[config.mk]
export PLATFORM = sky130hd
export DESIGN_NAME = led_fader
export DESIGN_NICKNAME = d
export VERILOG_FILES = /design/src/rtl/led_pkg.sv /design/src/rtl/pwm_gen.sv /design/src/rtl/led_fader.sv
export SDC_FILE = /design/constraint.sdc
export NUM_CORES = 1
export LEC_CHECK = 0
export CORE_UTILIZATION = 35
export CTS_BUF_LIST = sky130_fd_sc_hd__clkbuf_8
export DETAILED_ROUTE_END_ITERATION = 12
export SLEW_MARGIN = 10
export SYNTH_ARGS = -nofsm -noshare
export SYNTH_HDL_FRONTEND = slang
export SYNTH_SLANG_ARGS = --single-unit
[constraint.sdc]
create_clock -name clk -period 2.8 [get_ports clk]
set_clock_uncertainty 0.05 [all_clocks]
set_input_delay 0.28 -clock clk [delete_from_list [all_inputs] [get_ports clk]]
set_output_delay 0.28 -clock clk [all_outputs]
set_load 0.03 [all_outputs]
[src/rtl/led_pkg.sv]
// ============================================================================
// led_pkg : shared types and constants for the led_fader block
// Rev 1.0 : initial release
// ============================================================================
`default_nettype none

package led_pkg;

  typedef enum logic [1:0] {
    OFF  = 2'd0,
    RISE = 2'd1,
    ON   = 2'd2,
    FALL = 2'd3
  } fade_state_t;

  localparam fade_state_t C_RESET_STATE = OFF;

endpackage

`default_nettype wire

[src/rtl/pwm_gen.sv]
// ============================================================================
// pwm_gen : free-running PWM counter, period-wrap strobe, registered output
// Rev 1.0 : initial release
// ============================================================================
`default_nettype none

module pwm_gen #(
  parameter int PWM_BITS = 8
) (
  input  logic                clk,
  input  logic                rst,
  input  logic [PWM_BITS-1:0] i_duty,
  input  logic                i_full_on,
  output logic                o_wrap,
  output logic                o_pwm
);

  logic [PWM_BITS-1:0] r_cnt;
  logic                r_pwm;

  assign o_wrap = (r_cnt == {PWM_BITS{1'b1}});
  assign o_pwm  = r_pwm;

  always_ff @(posedge clk) begin
    if (rst) begin
      r_cnt <= '0;
      r_pwm <= 1'b0;
    end else begin
      r_cnt <= r_cnt + PWM_BITS'(1);
      // full_on forces solid drive at max brightness, otherwise the top count would be lost
      r_pwm <= i_full_on | (r_cnt < i_duty);
    end
  end

endmodule

`default_nettype wire

[src/rtl/led_fader.sv]
// ============================================================================
// led_fader : PWM LED driver with linear brightness ramps on led_in edges
// Optional build macro LED_FADER_GAMMA_EN selects a squared duty curve.
// Rev 1.0 : initial release
// ============================================================================
`default_nettype none

module led_fader
  import led_pkg::*;
#(
  parameter int PWM_BITS    = 8,
  parameter int STEP_CYCLES = 4
) (
  input  logic                clk,
  input  logic                rst,
  input  logic                led_in,
  output logic                pwm_out,
  output logic [PWM_BITS-1:0] level,
  output logic                busy
);

  localparam int C_STEP_W = (STEP_CYCLES > 1) ? $clog2(STEP_CYCLES) : 1;
  localparam logic [C_STEP_W-1:0] C_STEP_LAST = C_STEP_W'(STEP_CYCLES - 1);
  localparam logic [PWM_BITS-1:0] C_MAX    = {PWM_BITS{1'b1}};
  localparam logic [PWM_BITS-1:0] C_MAX_M1 = C_MAX - PWM_BITS'(1);
  localparam logic [PWM_BITS-1:0] C_ONE    = PWM_BITS'(1);

  logic                r_led_q;
  logic [C_STEP_W-1:0] r_step_cnt;
  fade_state_t         r_state;
  logic [PWM_BITS-1:0] r_level;
  logic                r_busy;

  logic                w_wrap;
  logic                w_tick;
  logic [PWM_BITS-1:0] w_duty;

  assign w_tick = w_wrap && (r_step_cnt == C_STEP_LAST);

`ifdef LED_FADER_GAMMA_EN
  logic [2*PWM_BITS-1:0] w_lvl_ext;
  assign w_lvl_ext = {{PWM_BITS{1'b0}}, r_level};
  assign w_duty    = PWM_BITS'((w_lvl_ext * w_lvl_ext) >> PWM_BITS);
`else
  assign w_duty = r_level;
`endif

  always_ff @(posedge clk) begin
    if (rst) begin
      r_led_q    <= 1'b0;
      r_step_cnt <= '0;
    end else begin
      r_led_q <= led_in;
      if (w_wrap) begin
        r_step_cnt <= (r_step_cnt == C_STEP_LAST) ? '0 : r_step_cnt + C_STEP_W'(1);
      end
    end
  end

  always_ff @(posedge clk) begin
    if (rst) begin
      r_state <= C_RESET_STATE;
      r_level <= '0;
      r_busy  <= 1'b0;
    end else begin
      case (r_state)
        OFF: begin
          if (r_led_q) begin
            r_state <= RISE;
            r_busy  <= 1'b1;
          end
        end
        ON: begin
          if (!r_led_q) begin
            r_state <= FALL;
            r_busy  <= 1'b1;
          end
        end
        default: begin
          // Direction follows led_q on every cycle, including a tick cycle
          if (w_tick) begin
            if (r_led_q) begin
              if (r_level >= C_MAX_M1) begin
                r_level <= C_MAX;
                r_state <= ON;
                r_busy  <= 1'b0;
              end else begin
                r_level <= r_level + PWM_BITS'(1);
                r_state <= RISE;
              end
            end else begin
              if (r_level <= C_ONE) begin
                r_level <= '0;
                r_state <= OFF;
                r_busy  <= 1'b0;
              end else begin
                r_level <= r_level - PWM_BITS'(1);
                r_state <= FALL;
              end
            end
          end else begin
            r_state <= r_led_q ? RISE : FALL;
          end
        end
      endcase
    end
  end

  pwm_gen #(
    .PWM_BITS (PWM_BITS)
  ) u_pwm_gen (
    .clk       (clk),
    .rst       (rst),
    .i_duty    (w_duty),
    .i_full_on (r_level == C_MAX),
    .o_wrap    (w_wrap),
    .o_pwm     (pwm_out)
  );

  assign level = r_level;
  assign busy  = r_busy;

endmodule

`default_nettype wire

==> results of run 1 <==
where the power goes:
group	leakage [nW]	switching, mW	internal [mW]
registers	0.187	0.0126	0.339
clock network	0.0217	0.120	0.101
logic	0.382	0.0297	0.0260
total	0.591	0.162	0.466
cells by family (layout without fill, tap and decap cells):
family / after synthesis / after routing / share of synthesized area, %
AND/OR/NAND/NOR: 66 / 66 / 25.9
adder cells (fa/ha/maj): 13 / 13 / 11.3
multiplexers: 2 / 2 / 1.48
AO/OA/AOI/OAI: 45 / 45 / 20.6
XOR/XNOR: 7 / 7 / 4.26
buffers and inverters: 16 / 27 / 4.35
flip-flops: 23 / 23 / 32.0
critical path, cell delays in order (launching register included):
cell and delay [ns]:
dfxtp_1 0.53, inv_1 0.16, ha_1 0.25, nor2_1 0.27, nor4b_4 0.13, mux2_1 0.32, a21oi_1 0.18, a21boi_1 0.17
worst max-delay path by stage:
stage	endpoint	slack, ns	cells past startpoint
floorplan	r_state[0]	0.71	7
global placement	r_state[0]	0.75	7
detailed placement	r_state[0]	0.69	7
CTS	r_state[0]	0.67	7
global route	level[3]	0.46	7
finish	r_state[0]	0.67	7
cell usage after synthesis:
master	instances	share of area, %
buf_2	2	0.70
a32oi_1	1	0.61
xor2_1	2	1.2
a31oi_1	3	1.3
nand2_1	10	2.6
clkbuf_1	3	0.78
mux2_1	1	0.78
nor3_1	4	1.4
a311oi_1	4	2.4
a21oi_1	11	3.8
nor2b_1	5	2.2
mux2i_1	1	0.70
o21ai_0	10	3.5
a21boi_1	1	0.52
nor4_4	1	1.5
o21a_1	2	1.0
nor4_2	1	0.87
o211ai_1	2	1.0
clkinv_1	1	0.26
buf_1	1	0.26
inv_1	9	2.3
or2_0	1	0.44
nor3b_2	1	0.87
ha_1	13	11
nand3_1	5	1.7
o311a_1	1	0.70
nor4_1	1	0.44
nor4b_4	1	1.7
a221oi_1	3	1.8
dfxtp_1	23	32
or3_1	2	0.87
nand4_1	7	3.0
a21o_1	1	0.52
and2_1	1	0.44
nand2b_1	2	0.87
a211oi_1	4	2.1
or4_1	1	0.52
xnor2_1	5	3.0
o311ai_0	2	1.2
and3_1	3	1.3
nor2_1	20	5.2
registers in the layout (all words and copies together) (netlist names), named ones only:
register	count
r_state	1
level	8
r_led_q	1
r_step_cnt	2
u_pwm_gen.o_pwm	1
u_pwm_gen.r_cnt	8
busy	1
area by class of cell:
cell class,instances,area [sq um]
inverter,10,37.5
timing repair buffer,13,128
clock inverter,1,7.51
tap,48,60.1
sequential,23,460
clock buffer,3,41.3
fill,402,2150
multi-input combinational,133,915
per-layer routing:
layer | routed length [um] | GRT usage [%] | vias up
li1 | - | - | 657
met1 | 1480 | 20.0 | 600
met2 | 1560 | 27.6 | 44
met3 | 171 | 3.28 | 5
met4 | 18 | 5.32 | 0
met5 | 0 | 0 | -
stage by stage:
step	setup slack (ns)	cell area, sq um	util (%)
2_1_floorplan	0.711	1440	-
4_1_cts	0.669	1650	43.4
5_1_grt	0.461	1650	43.4
3_3_place_gp	0.753	1600	42.1
3_5_place_dp	0.693	1600	42.1
6_report	0.674	1650	43.4
==> results.json, run 1 <==
{
  "ff2ff_setup_slack_ns": 0.67,
  "postCtsHoldBufs": 0,
  "syn-num-nets": 188,
  "drc": 0,
  "slew_headroom_pct": 44.1,
  "grt-ovfl-total": 0,
  "yosysWarnings": 0,
  "drt_iter0_drc": 66,
  "port_buffers": 12,
  "ys_seq_area_share_pct": 32.0,
  "crit_path_start_kind": "flop",
  "synth.avg_cell_area_sq_um": 8.36,
  "grt_max_degree": 23,
  "grt_pass1_vias": 1270,
  "avgViaCountPerCell": 5.65,
  "postCtsSetupBuffers": 0,
  "crit_path_max_fanout": 10,
  "grt_usage_pct": 16.1,
  "whs_path_depth": 1,
  "tns_ns": 0,
  "htree_levels": 1,
  "worstPathArrival_ns": 2.29,
  "synth_cell_types": 41,
  "setup_violations": 0,
  "ys_ff_latch": 23,
  "dr.pass1.iters": 4,
  "antenna_found_initial": 0,
  "rsz0062_at_grt": "false",
  "cp-startpoint": "level[0]",
  "clock_latency_ns": 0.27,
  "syn_area_sq_um": 1440,
  "die_x_um": 66.1,
  "core_sq_um": 3800,
  "slew_violations": 0,
  "cts_tree": "built",
  "postRouteAntennaNets": 0,
  "p_per_area_nw_per_um2": 381,
  "dieHeight_um": 66.1,
  "hp-start": "u_pwm_gen.r_cnt[0]",
  "min_period_ns": 2.13,
  "finalHoldViolCount": 0,
  "critical_path_class": "flop to flop",
  "netlist_instances": 172,
  "worstRegToRegCells": 7,
  "ir_drop_mv": 0.310,
  "io_pins": 13,
  "vias": 1306,
  "rows": 22,
  "drive_gt1_share_pct": 4.92,
  "cts_root_buf": "clkbuf_8",
  "worstMarginPinSlew_ns": 0.836,
  "min_to": "u_pwm_gen.r_cnt[0]",
  "min-delay-path-class": "flop to flop",
  "r2r-end": "r_state[0]",
  "hold_ws_ns": 0.415,
  "n_antenna_cell": 0,
  "fin_crit_sh_pct": 75.9,
  "clock_sinks": 23,
  "ctsResizeCount": 0,
  "dp_cells": 227,
  "power_uw": 628,
  "gp_congestion": 0.883,
  "timing.rr.start": "level[0]",
  "fmax_ghz": 0.470,
  "hpwl_um": 2320,
  "endpoint_kind": "flop",
  "status": "completed",
  "grt_pass1_wl_um": 5480,
  "die-area_sq_um": 4370,
  "path_clk_slew_ns": 0.09,
  "fin_nets": 200,
  "leakagePower_nw": 0.591,
  "final_cells": 231,
  "drt_wl_total_um": 3230,
  "area_growth_pct": 14.7,
  "critPathRequiredTime_ns": 2.96,
  "start_util_pct": 37.8,
  "cts_made_buffers": 3,
  "max_cap_violations": 0,
  "final_common_cell": "dfxtp_1",
  "cts_buffer_depth": 2,
  "wl_per_cell_um": 14.0,
  "final_cell_mix": "dfxtp_1, nor2_1, ha_1"
}
Note: power is estimated with default switching activity, not from simulation.
==> run 2, diff against run 1 <==
==> constraint.sdc (replaced) <==
create_clock -name clk -period 1.95 [get_ports clk]
set_clock_uncertainty 0.05 [all_clocks]
set_input_delay 0.195 -clock clk [delete_from_list [all_inputs] [get_ports clk]]
set_output_delay 0.195 -clock clk [all_outputs]
set_load 0.03 [all_outputs]
==> results.json, run 2 (synthesis results as in run 1) <==
{
  "start_util_pct": 37.8,
  "ff2ff_setup_slack_ns": 0.08,
  "final_common_cell": "dfxtp_1",
  "p_int_uw": 672,
  "crit_family": "flip-flops",
  "clock_latency_ns": 0.26,
  "io_pins": 13,
  "seqPwrFrac_pct": 56.0,
  "grt_usage_pct": 18.7,
  "finalHoldViolCount": 0,
  "grt_max_degree": 14,
  "vias": 1394,
  "use_met1_pct": 24.4,
  "drt_wl_total_um": 3690,
  "grt_pass1_vias": 1396,
  "timing.rr.start": "level[0]",
  "cp.depth": 8,
  "grt-busiest-layer": "met2",
  "dieHeight_um": 66.1,
  "combPwrFrac_pct": 10.9,
  "setup_violations": 0,
  "hold_ws_ns": 0.413,
  "status": "completed",
  "antenna_found_initial": 0,
  "fin_util_pct": 48.0,
  "cpMostUsedCell": "a211oi_1",
  "r2r-end": "level[3]",
  "switching_share_pct": 24.7,
  "final_cell_mix": "dfxtp_1, buf_4, nor2_1",
  "core_sq_um": 3800,
  "avgViaCountPerCell": 5.58,
  "cts_made_buffers": 3,
  "clockPowerShare_pct": 33.1,
  "cts_buffer_depth": 2,
  "n_fill_cell": 378,
  "port_buffers": 12,
  "hpwl_um": 2850,
  "worstPathArrival_ns": 1.94,
  "ff_latch_area_sq_um": 465,
  "postPlaceCellArea_sq_um": 1730,
  "htree_levels": 1,
  "multi_input_area_sq_um": 946,
  "worstMarginPinSlew_ns": 0.505,
  "die-area_sq_um": 4370,
  "crit_chain": "inv_1 -> ha_2 -> nor2_4 -> nor4b_4 -> buf_4 -> a211oi_1 -> a211oi_1 -> a221oi_1",
  "slew_violations": 0,
  "die_x_um": 66.1,
  "fmax_ghz": 0.535,
  "fin_nets": 219,
  "min_period_ns": 1.87,
  "grt-ovfl-total": 0,
  "min-delay-path-class": "flop to flop",
  "n_antenna_cell": 0,
  "tns_ns": 0,
  "drc": 0,
  "fin_crit_sh_pct": 95.8,
  "slowest_stage": "dfxtp_4",
  "area_growth_pct": 26.9,
  "drive_gt1_share_pct": 16.3,
  "power_switching_uw": 220,
  "slew_headroom_pct": 66.3,
  "crit_path_max_fanout": 8,
  "path_buf_inv": 2,
  "grt_pass1_wl_um": 6270,
  "drt_iter0_drc": 134,
  "cp-startpoint": "level[0]",
  "clock_sinks": 23,
  "crit_path_start_kind": "flop",
  "critPathRequiredTime_ns": 2.03,
  "crit_path_max_incr_delay_ns": 0.38,
  "path_clk_slew_ns": 0.08,
  "cts_tree": "built",
  "max_cap_violations": 0,
  "leakagePower_nw": 0.712,
  "endpoint": "level[3]",
  "cts_root_buf": "clkbuf_8",
  "ir_drop_mv": 0.323,
  "use_met3_pct": 2.76,
  "wl_per_cell_um": 14.8,
  "met2_usage_pct": 31.4,
  "p_per_area_nw_per_um2": 489,
  "dr.pass1.iters": 4,
  "gp_congestion": 0.883,
  "rows": 22,
  "whs_path_depth": 1,
  "postCtsHoldBufs": 0,
  "postRouteAntennaNets": 0,
  "final_cell_area_sq_um": 1820,
  "power_uw": 892,
  "critical_path_class": "flop to flop",
  "endpoint_kind": "flop",
  "worstRegToRegCells": 8
}
==> run 2: cell types whose count changed in the layout (fill, tap and decap cells not counted), sizes merged <==
cell	delta
buf	+19
clkinvlp	-1
inv	+1
==> run 2: stage by stage <==
step / cells / setup WS (ns)
6_report: 250 / 0.0826
5_1_grt: 250 / -0.0250
4_1_cts: 248 / 0.0628
3_5_place_dp: 244 / -0.0246
3_3_place_gp: 244 / 0.00569
2_1_floorplan: 172 / 0.0568
==> run 2: area by class of cell <==
| type | instances | area share, % |
|---|---|---|
| clock buffer | 3 | 2.26 |
| clock inverter | 1 | 0.206 |
| inverter | 10 | 2.06 |
| multi-input combinational | 133 | 51.9 |
| sequential | 23 | 25.5 |
| tap | 48 | 3.29 |
| timing repair buffer | 32 | 14.8 |
==> run 2: routing by layer <==
metal | vias to the layer above | wire, um
li1 | 692 | -
met1 | 667 | 1690
met2 | 33 | 1850
met3 | 2 | 126
met4 | 0 | 21
met5 | - | 0
==> run 2: what timing repair did <==
item,4_1_cts,5_1_grt
resized for setup,2,7
pin swaps,0,0
setup endpoints to repair,2,7
setup buffers,0,2
==> run 2: how the worst min path moves through the flow <==
stage	start	endpoint
global route	u_pwm_gen.r_cnt[0]	u_pwm_gen.r_cnt[0]
detailed placement	u_pwm_gen.r_cnt[0]	u_pwm_gen.r_cnt[0]
CTS	u_pwm_gen.r_cnt[0]	u_pwm_gen.r_cnt[0]
global placement	u_pwm_gen.r_cnt[0]	u_pwm_gen.r_cnt[0]
finish	u_pwm_gen.r_cnt[0]	u_pwm_gen.r_cnt[0]
floorplan	rst	u_pwm_gen.r_cnt[1]
==> run 2: power groups by stage <==
| stage | combinational [mW] | sequential [mW] | clock [mW] |
|---|---|---|---|
| after CTS | 0.0956 | 0.501 | 0.301 |
| after global placement | 0.0927 | 0.511 | 0 |
| after floorplan | 0.0512 | 0.517 | 0 |
| after detailed placement | 0.0950 | 0.512 | 0 |
| after global routing | 0.108 | 0.502 | 0.325 |
| final | 0.0971 | 0.500 | 0.295 |
==> run 3, diff against run 2 <==
--- a/config.mk
+++ b/config.mk
@@ -8,6 +8,7 @@
 export CORE_UTILIZATION = 35
 export CTS_BUF_LIST = sky130_fd_sc_hd__clkbuf_8
 export DETAILED_ROUTE_END_ITERATION = 12
+export HOLD_SLACK_MARGIN = 0.15
 export SLEW_MARGIN = 10
 export SYNTH_ARGS = -nofsm -noshare
 export SYNTH_HDL_FRONTEND = slang
==> constraint.sdc (replaced) <==
create_clock -name clk -period 1.55 [get_ports clk]
set_clock_uncertainty 0.05 [all_clocks]
set_input_delay 0.155 -clock clk [delete_from_list [all_inputs] [get_ports clk]]
set_output_delay 0.155 -clock clk [all_outputs]
set_load 0.03 [all_outputs]
==> results.json, run 3 (synthesis results as in run 1) <==
{
  "slew_headroom_pct": 72.4,
  "gp_congestion": 0.875,
  "min-delay-path-class": "primary input to flop",
  "rsz0062_at_grt": "true",
  "n_antenna_cell": 0,
  "crit_path_start_kind": "flop",
  "combPwrFrac_pct": 13.9,
  "grt-ovfl-total": 0,
  "ff2ff_setup_slack_ns": -0.17,
  "fin_crit_sh_pct": 111,
  "hold_ws_ns": 0.385,
  "final_cell_mix": "buf_4, nor2_1, dfxtp_1",
  "crit_path_max_fanout": 6,
  "rows": 22,
  "switching_share_pct": 26.0,
  "grt_max_degree": 16,
  "vias": 1610,
  "leakagePower_nw": 0.964,
  "cts_tree": "built",
  "r2r-end": "level[3]",
  "critPathRequiredTime_ns": 1.67,
  "worstMarginPinSlew_ns": 0.412,
  "drive_gt1_share_pct": 43.5,
  "power_mw": 1.17,
  "start_util_pct": 37.8,
  "avgViaCountPerCell": 5.61,
  "drt_iter0_drc": 88,
  "path_clk_slew_ns": 0.09,
  "slew_violations": 0,
  "grt_usage_pct": 22.4,
  "wl_per_cell_um": 16.1,
  "grt_pass1_wl_um": 7490,
  "htree_levels": 1,
  "dr.pass1.iters": 4,
  "min_period_ns": 1.72,
  "multi_input_area_sq_um": 1090,
  "drt_wl_total_um": 4620,
  "die-area_sq_um": 4370,
  "worstRegToRegCells": 5,
  "clock_latency_ns": 0.26,
  "endpoint_kind": "flop",
  "n_fill_cell": 327,
  "postRouteAntennaNets": 0,
  "critical_path_class": "flop to flop",
  "cp-startpoint": "level[1]",
  "status": "finished, violations left",
  "drc": 0,
  "p_per_area_nw_per_um2": 509,
  "fmax_ghz": 0.581,
  "p_int_uw": 863,
  "area_growth_pct": 59.4,
  "hpwl_um": 3170,
  "timing.rr.start": "level[1]",
  "ir_drop_mv": 0.445,
  "ff_latch_area_sq_um": 489,
  "fin_ws_ns": -0.171,
  "max_cap_violations": 0,
  "die_x_um": 66.1,
  "worstPathArrival_ns": 1.84,
  "endpoint": "level[3]",
  "setup_violations": 11,
  "cts_root_buf": "clkbuf_8",
  "finalHoldViolCount": 0,
  "antenna_found_initial": 0,
  "power_switching_uw": 304,
  "violations": "setup timing",
  "clock_sinks": 23,
  "cts_made_buffers": 3,
  "fin_nets": 256,
  "port_buffers": 12,
  "io_pins": 13,
  "clockPowerShare_pct": 32.8,
  "final_common_cell": "buf_4",
  "grt_pass1_vias": 1579,
  "dieHeight_um": 66.1,
  "cts_buffer_depth": 2,
  "seqPwrFrac_pct": 53.3,
  "core_sq_um": 3800
}
run 3: cell count changes in the layout (fill, tap and decap cells not counted), moves of 6 or more:
cell / previous run / this run
dlygate4sd2_1: 0 / 8
dfxtp_1: 21 / 12
clkdlybuf4s50_1: 12 / 4
buf_4: 20 / 52
o21ai_0: 9 / 3
run 3: repair_timing:
item | CTS | global route
cloned | 1 | 0
pin swaps | 19 | 20
hold buffers | 0 | 0
endpoints found under the setup margin | 20 | 14
setup buffers | 9 | 2
resized for setup | 33 | 21
run 3: metrics by stage:
stage	cell area, sq um	worst slack, ns	std cells	TNS (ns)	utilization (%)
finish	2290	-0.171	287	-1.06	60.3
global placement	2010	-0.178	272	-1.34	52.8
global route	2290	-0.245	287	-2.12	60.3
detailed placement	2010	-0.224	272	-1.76	52.8
floorplan	1510	-0.0922	172	-0.434	-
CTS	2190	-0.169	285	-1.07	57.6
run 3: power groups by stage:
stage	registers (mW)	clock network [mW]	logic, mW
global route	0.625	0.413	0.178
global placement	0.632	0	0.137
CTS	0.621	0.389	0.151
detailed placement	0.634	0	0.139
floorplan	0.644	0	0.0656
finish	0.622	0.383	0.163
run 3: layout make-up:
cell class | count | share of cell area, %
Timing Repair Buffer | 69 | 24.3
Clock inverter | 1 | 0.218
Sequential cell | 23 | 21.4
Tap cell | 48 | 2.62
Multi-Input combinational cell | 133 | 47.8
Clock buffer | 3 | 1.80
Inverter | 10 | 1.91
run 3: metal layers:
metal	vias to the layer above	track usage (%)	wire (um)
met5	-	0	0
met4	0	5.85	90
met3	12	3.10	251
met2	56	40.6	2340
met1	769	27.4	1940
li1	773	-	-
run 3: worst min-delay path by stage:
stage,from,to,slack [ns],depth (start not counted)
final,led_in,r_led_q,0.39,2
after floorplan,rst,u_pwm_gen.r_cnt[1],0.18,1
after global placement,busy,busy,0.40,1
after CTS,led_in,r_led_q,0.40,2
after detailed placement,busy,busy,0.41,1
after global routing,led_in,r_led_q,0.39,2
run 3: critical path, stage by stage, from the launching register on:
cell	delay, ns
dfxtp_4	0.38
buf_6	0.12
or4_4	0.49
a211oi_2	0.28
a211oi_2	0.06
a221oi_1	0.24
